===== src/rtl/opm_write_sched.sv =====
// Queues host (reg,dat) writes and replays them to the OPM core as an
// address write followed by a data write, with setup/strobe/gap timing.
module opm_write_sched #(
   parameter int FIFO_AW    = 4,
   parameter int SETUP_CYC  = 4,
   parameter int STROBE_CYC = 8,
   parameter int GAP_CYC    = 64
) (
   input  logic             clk,
   input  logic             rst,
   input  logic             wr_i,
   input  logic [7:0]       reg_i,
   input  logic [7:0]       dat_i,
   input  logic             flush_i,
   input  logic             clr_ovf_i,
   output logic             full_o,
   output logic [FIFO_AW:0] level_o,
   output logic             overflow_o,
   output logic             busy_o,
   input  logic             opm_busy_i,
   output logic             opm_cs_n_o,
   output logic             opm_wr_n_o,
   output logic             opm_a0_o,
   output logic [7:0]       opm_d_o
);

   localparam int DEPTH = 1 << FIFO_AW;
   localparam int MAXC0 = (SETUP_CYC > STROBE_CYC) ? SETUP_CYC : STROBE_CYC;
   localparam int MAXC  = (MAXC0 > GAP_CYC) ? MAXC0 : GAP_CYC;
   localparam int CW    = (MAXC > 1) ? $clog2(MAXC) : 1;

   localparam logic [CW-1:0]      LD_SET   = CW'(SETUP_CYC - 1);
   localparam logic [CW-1:0]      LD_STB   = CW'(STROBE_CYC - 1);
   // A zero gap still spends one HOLD cycle so opm_busy_i gets sampled.
   localparam logic [CW-1:0]      LD_GAP   = (GAP_CYC > 0) ? CW'(GAP_CYC - 1) : '0;
   localparam logic [CW-1:0]      CNT_ONE  = CW'(1);
   localparam logic [FIFO_AW-1:0] PTR_ONE  = FIFO_AW'(1);
   localparam logic [FIFO_AW:0]   LVL_ONE  = (FIFO_AW+1)'(1);
   localparam logic [FIFO_AW:0]   LVL_FULL = (FIFO_AW+1)'(DEPTH);

   typedef enum logic [2:0] {
      S_IDLE, S_ASET, S_ASTB, S_AREL, S_DSET, S_DSTB, S_DREL, S_HOLD
   } state_t;

   logic [15:0]        r_mem [DEPTH];
   logic [FIFO_AW-1:0] r_wptr;
   logic [FIFO_AW-1:0] r_rptr;
   logic [FIFO_AW:0]   r_level;
   logic               r_ovf;

   state_t             r_state;
   logic [CW-1:0]      r_cnt;
   logic [15:0]        r_ent;
   logic               r_cs_n;
   logic               r_wr_n;
   logic               r_a0;
   logic [7:0]         r_d;

   logic               w_full;
   logic               w_push;
   logic               w_drop;
   logic               w_pop;
   logic               w_done;
   state_t             w_nstate;
   logic [CW-1:0]      w_ncnt;
   logic [15:0]        w_ent;
   logic               w_cs_n;
   logic               w_wr_n;
   logic               w_a0;
   logic [7:0]         w_d;

   // full is taken from the registered level, so a pop this cycle never
   // makes room for a push in the same cycle.
   assign w_full = (r_level == LVL_FULL);
   assign w_push = wr_i && !w_full && !flush_i;
   assign w_drop = wr_i && w_full && !flush_i;
   assign w_done = (r_cnt == '0);

   always_ff @(posedge clk) begin
      if (w_push) r_mem[r_wptr] <= {reg_i, dat_i};
   end

   always_ff @(posedge clk or posedge rst) begin
      if (rst) begin
         r_wptr  <= '0;
         r_rptr  <= '0;
         r_level <= '0;
      end else if (flush_i) begin
         r_wptr  <= '0;
         r_rptr  <= '0;
         r_level <= '0;
      end else begin
         if (w_push) r_wptr <= r_wptr + PTR_ONE;
         if (w_pop)  r_rptr <= r_rptr + PTR_ONE;
         case ({w_push, w_pop})
            2'b10:   r_level <= r_level + LVL_ONE;
            2'b01:   r_level <= r_level - LVL_ONE;
            default: r_level <= r_level;
         endcase
      end
   end

   always_ff @(posedge clk or posedge rst) begin
      if (rst)            r_ovf <= 1'b0;
      else if (w_drop)    r_ovf <= 1'b1;
      else if (clr_ovf_i) r_ovf <= 1'b0;
   end

   always_ff @(posedge clk or posedge rst) begin
      if (rst) begin
         r_state <= S_IDLE;
         r_cnt   <= '0;
         r_ent   <= '0;
         r_cs_n  <= 1'b1;
         r_wr_n  <= 1'b1;
         r_a0    <= 1'b0;
         r_d     <= '0;
      end else begin
         r_state <= w_nstate;
         r_cnt   <= w_ncnt;
         r_ent   <= w_ent;
         r_cs_n  <= w_cs_n;
         r_wr_n  <= w_wr_n;
         r_a0    <= w_a0;
         r_d     <= w_d;
      end
   end

   always_comb begin
      w_nstate = r_state;
      w_pop    = 1'b0;
      case (r_state)
         S_IDLE: begin
            if (r_level != '0 && !flush_i) begin
               w_pop    = 1'b1;
               w_nstate = S_ASET;
            end
         end
         S_ASET:  if (w_done) w_nstate = S_ASTB;
         S_ASTB:  if (w_done) w_nstate = S_AREL;
         S_AREL:  if (w_done) w_nstate = S_DSET;
         S_DSET:  if (w_done) w_nstate = S_DSTB;
         S_DSTB:  if (w_done) w_nstate = S_DREL;
         S_DREL:  if (w_done) w_nstate = S_HOLD;
         S_HOLD:  if (w_done && !opm_busy_i) w_nstate = S_IDLE;
         default: w_nstate = S_IDLE;
      endcase
   end

   // One shared down-counter, reloaded whenever the state changes.
   always_comb begin
      w_ncnt = r_cnt;
      if (w_nstate != r_state) begin
         case (w_nstate)
            S_ASTB, S_DSTB: w_ncnt = LD_STB;
            S_HOLD:         w_ncnt = LD_GAP;
            S_IDLE:         w_ncnt = '0;
            default:        w_ncnt = LD_SET;
         endcase
      end else if (!w_done) begin
         w_ncnt = r_cnt - CNT_ONE;
      end
   end

   // Bus outputs are decoded from the next state so they register together
   // with the state they belong to.
   assign w_ent = w_pop ? r_mem[r_rptr] : r_ent;

   always_comb begin
      w_cs_n = 1'b1;
      w_wr_n = 1'b1;
      w_a0   = r_a0;
      w_d    = r_d;
      case (w_nstate)
         S_ASET, S_AREL: begin
            w_cs_n = (w_nstate == S_AREL);
            w_a0   = 1'b0;
            w_d    = w_ent[15:8];
         end
         S_ASTB: begin
            w_cs_n = 1'b0;
            w_wr_n = 1'b0;
            w_a0   = 1'b0;
            w_d    = w_ent[15:8];
         end
         S_DSET, S_DREL, S_HOLD: begin
            w_cs_n = (w_nstate != S_DSET);
            w_a0   = 1'b1;
            w_d    = w_ent[7:0];
         end
         S_DSTB: begin
            w_cs_n = 1'b0;
            w_wr_n = 1'b0;
            w_a0   = 1'b1;
            w_d    = w_ent[7:0];
         end
         default: ;
      endcase
   end

   assign full_o     = w_full;
   assign level_o    = r_level;
   assign overflow_o = r_ovf;
   assign busy_o     = (r_level != '0) || (r_state != S_IDLE);
   assign opm_cs_n_o = r_cs_n;
   assign opm_wr_n_o = r_wr_n;
   assign opm_a0_o   = r_a0;
   assign opm_d_o    = r_d;

endmodule


===== config.mk =====
export PLATFORM = sky130hd
export DESIGN_NAME = opm_write_sched
export DESIGN_NICKNAME = d
export VERILOG_FILES = /design/src/rtl/opm_write_sched.sv
export SDC_FILE = /design/constraint.sdc
export NUM_CORES = 1
export LEC_CHECK = 0
export ABC_AREA = 1
export CORE_MARGIN = 5
export CORE_UTILIZATION = 45
export DETAILED_ROUTE_END_ITERATION = 8
export PLACE_DENSITY = 0.63
export SLEW_MARGIN = 40
export SYNTH_ARGS = -nofsm -noshare
export SYNTH_HDL_FRONTEND = slang
export SYNTH_SLANG_ARGS = --single-unit

===== constraint.sdc =====
create_clock -name clk -period 5.02 [get_ports clk]
set_clock_uncertainty 0.1 [all_clocks]
set_input_delay 1.004 -clock clk [delete_from_list [all_inputs] [get_ports clk]]
set_output_delay 1.004 -clock clk [all_outputs]
set_load 0.05 [all_outputs]

Word level (Yosys, flattened, before mapping)
Memory sizes are Yosys's and may differ from the RTL's.
Index checks and enable logic that the tools add are counted.
{ "word_totals": {"in_bits": 22, "word_cells": 91, "out_inout_bits": 19, "reg_bits": 50, "mem_count": 1, "ramBits": 256} }
{ "op_classes": {"n_eq_ne": 20, "muxes": 29, "reduce_logical": 25, "addsub": 5} }
{ "mem_list": {"columns": ["memory", "depth", "width", "rd", "rd_ports_with_merged_regs", "write_ports", "line_no", "source"], "rows": [
  ["r_mem", 16, 16, 1, 0, 1, "45", "logic [15:0] r_mem [DEPTH];"]
]} }
{ "op_table": {"columns": ["operator", "count"], "rows": [
  ["3-bit == test (second input constant)", 8],
  ["3-bit two-way mux", 8],
  ["3-bit one-hot mux with 8 select lines", 1],
  ["6-bit one-hot mux with 3 select lines", 1],
  ["16-bit two-way mux", 1],
  ["4-bit two-way mux", 4],
  ["8-bit one-hot mux with 2 select lines", 1],
  ["3-bit by 2-bit == test with 1-bit output (second input constant)", 4],
  ["6-bit two-way mux", 2],
  ["5-bit one-hot mux with 2 select lines", 1],
  ["4-bit by 1-bit adder with 4-bit output (second input constant)", 2],
  ["2-bit nonzero test", 4],
  ["1-bit two-way mux", 7],
  ["3-bit by 1-bit == test with 1-bit output (second input constant)", 2],
  ["1-bit logical AND", 6],
  ["3-bit zero test", 2],
  ["6-bit zero test", 1],
  ["3-bit nonzero test", 2],
  ["3-bit OR reduction", 2],
  ["6-bit by 1-bit subtractor with 6-bit output (second input constant)", 1],
  ["5-bit by 1-bit adder with 5-bit output (second input constant)", 1],
  ["5-bit == test (second input constant)", 1],
  ["5-bit two-way mux", 1],
  ["5-bit nonzero test", 1],
  ["other kinds (12)", 15]
]} }

Longest topological paths before layout
Gate-level depths: netlist of the first run.
{ "logic_depth": {"depth_word": 8, "depth_mapped": 13, "mapped_depth_nobuf": 13} }

Least setup slack after synthesis of the first run
Ideal clock, no wire load.
{ "synth_path": {"path_kind": "input port to flip-flop", "startpoint": "input flush_i", "endpoint": "register r_level[4] (netlist: level_o[4])", "t_arrival_ns": 2.433, "path_buffers": 0, "required_ns": 4.796, "setup_ns": 0.124, "path_stages": 9, "slack_ns": 2.363, "cell_sequence": "clkinv_1 nand2_1 nor2_4 inv_2 fa_1 o21ai_0 xor2_1 xnor2_1 o21ai_1"} }
{ "synth_between": {"elab_chain_len": 7, "elab_cells_between_ends": 10, "cone_classes": "2 x eq/ne; 4 x mux; 4 x reduce/logical"} }
{ "synth_lines": {"columns": ["element", "line_no", "source"], "rows": [
  ["from (decl)", "14", "input logic flush_i,"],
  ["1-bit zero test", "75, 134", null],
  ["1-bit logical AND", "134", "if (r_level != '0 && !flush_i) begin"],
  ["1-bit two-way mux", "134", null],
  ["1-bit two-way mux", "132", "case (r_state)"],
  ["2-bit by 1-bit == test with 1-bit output / 2-bit == test (equally long branches)", "95", "case ({w_push, w_pop})"],
  ["5-bit one-hot mux with 2 select lines", "95", null],
  ["5-bit two-way mux", "88", "end else if (flush_i) begin"],
  ["to (signal assigned)", "96", "2'b10: r_level <= r_level + LVL_ONE;"],
  ["to (signal assigned)", "97", "2'b01: r_level <= r_level - LVL_ONE;"],
  ["to (signal assigned)", "98", "default: r_level <= r_level;"],
  ["to (decl)", "48", "logic [FIFO_AW:0] r_level;"]
]} }
Parallel ways exist; a longest one is shown, timed or not.
A chain may end at the register's enable or synchronous reset.

Worst setup path after layout of the first run
{ "layout_path": {"startpoint": "register r_rptr[0]", "endpoint": "register r_d[3] (netlist: opm_d_o[3])"} }
{ "layout_between": {"elab_chain_len": 3} }
{ "layout_lines": {"columns": ["element", "line_no", "source"], "rows": [
  ["from (decl)", "47", "logic [FIFO_AW-1:0] r_rptr;"],
  ["from (signal assigned)", "94", "if (w_pop) r_rptr <= r_rptr + PTR_ONE;"],
  ["memory read 16 x 16 bit", null, null],
  ["16-bit two-way mux", "167", "assign w_ent = w_pop ? r_mem[r_rptr] : r_ent;"],
  ["8-bit one-hot mux with 2 select lines", "174", "case (w_nstate)"],
  ["to (signal assigned)", "125", "r_d <= w_d;"],
  ["to (decl)", "57", "logic [7:0] r_d;"]
]} }
Every way passes these cells.

==> results.txt, run 1 <==
----------------------------------------------------
[Outcome]
  Status ... finished clean

[Clock tree]
  Clock-pin slew on the worst setup and hold paths ... 0.06 ns
  CTS Hold Bufs ... 0
  Post-cts resize count ... 0
  Root Buffer Master ... clkbuf_16
  Latest clock arrival within the worst-skew pair ... 0.50 ns
  # H-tree levels ... 2
  Total number of clock tree sinks ... 306
  CTS Buf Count ... 34
  Maximum number of buffers from clock root to sink ... 3
  # Post-CTS Setup Buffers ... 0
  TritonCTS clock tree ... yes

[Synthesis]
  Number of instances in the synthesized netlist ... 1270
  Yosys warns ... 0
  Synthesized net count ... 1302
  Cell Area, Synth ... 13300 sq um
  Average cell area after synthesis ... 10.5 sq um
  Post-synthesis cell type count ... 42
  Number of synthesized register bits ... 306
  Sequential area share after synthesis ... 67.1%

[Worst setup path]
  Critical-path cell with the highest stage delay ... dfrtp_4
  Crit Path Max Fanout ... 67
  Arrival time at the worst endpoint ... 3.60 ns
  Category of the worst setup path capture point ... register
  Data required time of the worst path ... 5.29 ns
  Family with the most delay on the worst path ... buffers and inverters
  Classification of the worst setup path ... register to register
  Critical Path Start Type ... register
  Series of cell instances along the critical path ... clkinv_2 -> buf_4 -> nand2_1 -> nand2_1 -> nand2_1 -> nand3_1 -> nand3_1 -> nand3_1 -> nand3_1 -> nand3_1
  Buf/Inv on CP ... 2
  Longest individual stage delay on the worst path ... 0.89 ns
  Most frequent CP cell ... nand3_1

[Routing]
  Count of vias placed by the detailed router ... 8933
  Post-Route WL ... 32.6 mm
  Initial DRC count ... 1148
  WL/cell ... 19.0 um
  Detailed-route vias per instance ... 5.21
  Count of unresolved DRC violations after routing ... 0
  Number of detailed-route iterations in the first pass ... 5
  Detail Route Antenna Nets ... 0

[GRT]
  Largest net degree at the start of global routing ... 83
  Vias in the first global route ... 8605
  Leftover overflow at the end of global routing ... 0
  Global-route wire length before repair ... 50.5 mm
  Initial antenna violation count ... 0
  Global router's overall resource usage ... 19.6%

[Layout]
  Signed area change from the synthesized netlist to the final layout ... 13.6%
  Fraction of layout cells with a size suffix above 1 ... 9.14%
  Antenna cells ... 0
  Post-route non-filler standard cell count ... 1714
  Final nets ... 1331

[Placement]
  Number of input and output port buffers inserted ... 40
  Placed wire-length estimate ... 20.7 mm
  Routability congestion estimate from global placement ... 0.871
  Cell Count Post-Placement ... 1653

[Floorplanning]
  Width of the die ... 182 um
  Initial core utilization ... 45.3%
  Core box area ... 29400 sq um
  I/O pin total ... 41
  Chip Height ... 182 um
  Die outline area ... 33200 sq um
  Cell Rows ... 63

[Timing]
  Final Hold Violating Endpoints ... 0
  Number of pins exceeding their max-slew limit in the final report ... 0
  Slew of the pin with the lowest slew margin ... 0.857 ns
  # setup viols final ... 0
  Worst slew margin relative to its limit ... 42.7%
  Post-route fraction of the period consumed by the critical path ... 66.3%
  Setup repair after global routing missed its margin ... no
  Total negative setup slack ... 0 ns
  Clock period minus worst slack ... 3.33 ns
  F_max ... 0.301 GHz

[Power and ir drop]
  Total power per unit cell area ... 348 nW/um^2
  Worst VDD drop ... 191 uV
  Lkg Pwr ... 6.09 nW

[Min path]
  Tightest Hold Check Type ... register to register

[Flow run]
  Max Cap Violations ... 0

----------------------------------------------------
-- worst paths after layout --
kind                                       startpoint                endpoint  slack (ns)  cells after the start
worst max-delay path            r_rptr[0]$_DFFE_PP0P_  opm_d_o[3]$_DFFE_PP0P_        1.69                     10
worst min-delay path             opm_a0_o$_DFFE_PP0P_    opm_a0_o$_DFFE_PP0P_        0.36                      2
worst max register to register  r_rptr[0]$_DFFE_PP0P_  opm_d_o[3]$_DFFE_PP0P_        1.69                     10
worst min register to register   opm_a0_o$_DFFE_PP0P_    opm_a0_o$_DFFE_PP0P_        0.36                      2
max in group asynchronous                         rst   r_rptr[0]$_DFFE_PP0P_        3.27                      3
min in group asynchronous                         rst  opm_d_o[5]$_DFFE_PP0P_        0.78                      2
-- cell usage in the layout (no fill, tap or decap), drive strengths merged --
cell type,netlist,final
or2,8,8
a211oi,1,1
edfxtp,256,256
dfrtp,48,48
nand4,3,3
nor2,94,94
o21ai,49,49
a21oi,5,5
clkdlybuf4s50,0,32
o211ai,2,2
nand2,401,401
and2,8,8
bufinv,0,2
inv,113,112
o22ai,2,2
buf,41,18
fa,1,1
ha,9,9
dfstp,2,2
clkinv,3,14
xnor2,4,4
nor3,4,4
nand3,192,192
a31oi,1,1
o21a,1,1
xor2,5,5
clkbuf,16,49
nor3b,1,1
-- registers in the layout, indices dropped and copies added (netlist names) --
name        cells
r_mem         256
r_ent          16
opm_d_o         8
r_cnt           6
level_o         5
r_rptr          4
r_wptr          4
r_state         3
opm_a0_o        1
opm_cs_n_o      1
opm_wr_n_o      1
overflow_o      1
-- through the flow --
stage / util [%] / cell area [sq um] / power (mW) / worst slack [ns] / hold WS (ns)
2_1_floorplan: - / 13300 / 2.89 / 2.36 / 0.345
3_3_place_gp: 47.9 / 14100 / 2.99 / 1.56 / 0.354
3_5_place_dp: 47.8 / 14100 / 2.99 / 1.53 / 0.358
4_1_cts: 51.4 / 15100 / 5.32 / 1.66 / 0.372
5_1_grt: 51.5 / 15100 / 5.44 / 1.45 / 0.401
6_report: 51.5 / 15100 / 5.27 / 1.69 / 0.365
-- Yosys cell counts, drive strengths merged --
library cell	number	area, sq um
a211oi	1	7.51
a21oi	5	25.0
a31oi	1	6.26
and2	8	50.1
buf	41	211
clkbuf	16	60.1
clkinv	3	11.3
dfrtp	48	1200
dfstp	2	52.6
edfxtp	256	7690
fa	1	20.0
ha	9	113
inv	113	432
nand2	401	1560
nand3	192	1010
nand4	3	18.8
nor2	94	400
nor3	4	31.3
nor3b	1	7.51
o211ai	2	15.0
o21a	1	7.51
o21ai	49	264
o22ai	2	12.5
or2	8	50.1
xnor2	4	35.0
xor2	5	43.8
-- worst reg2reg max path, cell delays in order (launching register included) --
cell and delay [ns]:
dfrtp_4 0.89, clkinv_2 0.83, buf_4 0.49, nand2_1 0.09, nand2_1 0.05, nand2_1 0.06
nand3_1 0.19, nand3_1 0.20, nand3_1 0.12, nand3_1 0.11, nand3_1 0.07
-- per-layer routing --
metal	up-vias	track usage [%]	wire, um
met5	-	0	0
met4	0	6.15	925
met3	55	3.31	2070
met2	298	31.4	15500
met1	4295	27.6	14100
li1	4285	-	-
-- where the power goes --
| part | switching [mW] | total (mW) | internal (mW) |
|---|---|---|---|
| Combinational | 0.113 | 0.148 | 0.0344 |
| Clock | 0.937 | 2.34 | 1.40 |
| Sequential | 0.00995 | 2.79 | 2.78 |
-- kinds of logic after synthesis --
group | after synthesis | synth area share [%]
and+or+nand+nor | 711 | 23.4
DFF | 306 | 67.1
buffers and inverters | 173 | 5.36
AOI/OAI and AO/OA | 61 | 2.54
adders and majority gates | 10 | 0.995
xor gates and xnor gates | 9 | 0.591
-- final cells by class --
type | count | area, sq um
Inverter | 116 | 445
Tap cell | 390 | 488
Fill cell | 2561 | 14300
Multi-Input combinational cell | 791 | 3770
Clock buffer | 49 | 938
Clock inverter | 12 | 106
Timing Repair Buffer | 50 | 452
Sequential cell | 306 | 8950
(Power assumes the default switching activity.)
==> inputs of run 2 (changes only) <==
Settings changed: PLACE_DENSITY 0.63 to 0.66.
Clock period 5.02 ns to 2.9 ns, I/O delays scaled along.
==> results.txt, run 2 (synthesis results as in run 1) <==
----------------------------------------------------
[Outcome]
  Status ... finished clean

[Floorplanning]
  Width of the die ... 182 um
  Initial core utilization ... 45.3%
  Cell Rows ... 63
  I/O pin total ... 41
  Chip Height ... 182 um
  Die outline area ... 33200 sq um
  Core box area ... 29400 sq um

[GRT]
  Initial antenna violation count ... 0
  Global-route wire length before repair ... 50.1 mm
  Global router's overall resource usage ... 19.0%
  Global routing met2 resource utilization ... 30.8%
  Routing usage on met1 ... 27.4%
  Met3 track utilization from global routing ... 2.51%
  Vias in the first global route ... 8753
  Largest net degree at the start of global routing ... 131
  Leftover overflow at the end of global routing ... 0
  Most heavily used metal layer in global routing ... met2

[Timing]
  Slew of the pin with the lowest slew margin ... 0.753 ns
  Post-route fraction of the period consumed by the critical path ... 91.2%
  Number of pins exceeding their max-slew limit in the final report ... 0
  Final Hold Violating Endpoints ... 0
  F_max ... 0.378 GHz
  Setup repair after global routing missed its margin ... no
  # setup viols final ... 0
  Total negative setup slack ... 0 ns
  Post-route worst hold slack ... 0.354 ns
  Clock period minus worst slack ... 2.64 ns
  Worst slew margin relative to its limit ... 49.6%

[Routing]
  Count of unresolved DRC violations after routing ... 0
  Detail Route Antenna Nets ... 0
  Detailed-route vias per instance ... 5.20
  Number of detailed-route iterations in the first pass ... 5
  Post-Route WL ... 31.9 mm
  Initial DRC count ... 1053
  Count of vias placed by the detailed router ... 9058
  WL/cell ... 18.3 um

[Worst setup path]
  Number of cells traversed by the worst register-to-register path ... 11
  Data required time of the worst path ... 2.22 ns
  Critical Path Start Type ... register
  Classification of the worst setup path ... register to output port
  Arrival time at the worst endpoint ... 1.96 ns
  Category of the worst setup path capture point ... output port
  Crit Path Max Fanout ... 7

[Clock tree]
  Total number of clock tree sinks ... 306
  Clock-pin slew on the worst setup and hold paths ... 0.06 ns
  CTS Hold Bufs ... 0
  # Post-CTS Setup Buffers ... 0
  TritonCTS clock tree ... yes
  Maximum number of buffers from clock root to sink ... 3
  CTS Buf Count ... 31
  Latest clock arrival within the worst-skew pair ... 0.56 ns
  # H-tree levels ... 1
  Post-cts resize count ... 2
  Root Buffer Master ... clkbuf_16

[Power and ir drop]
  Total power per unit cell area ... 586 nW/um^2
  Worst VDD drop ... 446 uV
  Lkg Pwr ... 6.27 nW
  Overall power ... 9.01 mW

[Layout]
  Antenna cells ... 0
  Flip-flop count of the largest register, all copies and words added ... 256
  Register ranked first by flip-flop count ... r_mem
  Fill cell count ... 2514
  Fraction of layout cells with a size suffix above 1 ... 10.9%
  Final nets ... 1360
  Multi-input combinational cell area ... 3710 sq um
  Final Util ... 52.3%
  Post-route non-filler standard cell count ... 1741
  Highest-count cells in the layout ignoring fill and taps ... nand2_1 (391), edfxtp_1 (256), nand3_1 (187)
  Area taken by flip-flops and latches ... 8950 sq um
  Signed area change from the synthesized netlist to the final layout ... 15.5%
  Most frequent standard cell in the layout excluding fill and tap cells ... nand2_1

[Placement]
  Routability congestion estimate from global placement ... 0.813
  Placed wire-length estimate ... 19.2 mm
  Cell Count Post-Placement ... 1685
  Number of input and output port buffers inserted ... 40

[Flow run]
  Max Cap Violations ... 0

[Min path]
  Tightest Hold Check Type ... primary input to asynchronous set/reset pin

----------------------------------------------------
## run 2: cell count changes in the layout (fill, tap and decap cells not counted), moves of 2 or more
cell	before	now
buf_12	1	7
buf_2	8	0
buf_4	8	35
bufinv_16	2	4
clkbuf_1	13	4
clkbuf_16	35	31
clkdlybuf4s50_1	32	38
clkinv_2	5	10
dlygate4sd2_1	0	2
nor2_2	8	19
nor2_4	12	1
## run 2: area by class of cell
| cell class | count | share of cell area, % |
|---|---|---|
| well taps | 390 | 3.17 |
| inverters | 116 | 2.89 |
| repair buffers | 82 | 5.20 |
| flip-flops and latches | 306 | 58.1 |
| clock buffers | 35 | 5.14 |
| clock inverters | 21 | 1.35 |
| multi-input cells | 791 | 24.1 |
## run 2: path summary, 6_finish.rpt
check,slack (ns),end,start
worst max register to register,0.41,level_o[4]$_DFFE_PP0P_,level_o[1]$_DFFE_PP0P_
worst max-delay path,0.26,busy_o,r_state[2]$_DFF_PP0_
min in group clk,0.38,r_ent[11]$_DFF_PP0_,r_ent[11]$_DFF_PP0_
worst min register to register,0.38,r_ent[11]$_DFF_PP0_,r_ent[11]$_DFF_PP0_
max in group asynchronous,1.74,r_ent[8]$_DFF_PP0_,rst
worst min-delay path,0.35,level_o[2]$_DFFE_PP0P_,rst
## run 2: critical path: stages (launching register included)
cell	delay, ns
dfrtp_1	0.48
nor3_4	0.31
nand4_1	0.16
dlygate4sd2_1	0.46
## run 2: per-layer routing
metal / part of all wire, % / vias to the layer above
met1: 44 / 4361
met4: 2.3 / 0
li1: - / 4333
met3: 6.6 / 39
met5: 0 / -
met2: 48 / 325
## run 2: through the flow
step | area, sq um | setup slack, ns
finish | 15400 | 0.257
global route | 15400 | 0.130
CTS | 15400 | 0.214
detailed placement | 14400 | 0.147
global placement | 14400 | 0.129
floorplan | 13300 | 0.306
## run 2: report_power, final
group          switching (mW)  internal, mW
registers              0.0149          4.80
clock network            1.65          2.30
logic                   0.170        0.0701
total                    1.84          7.18
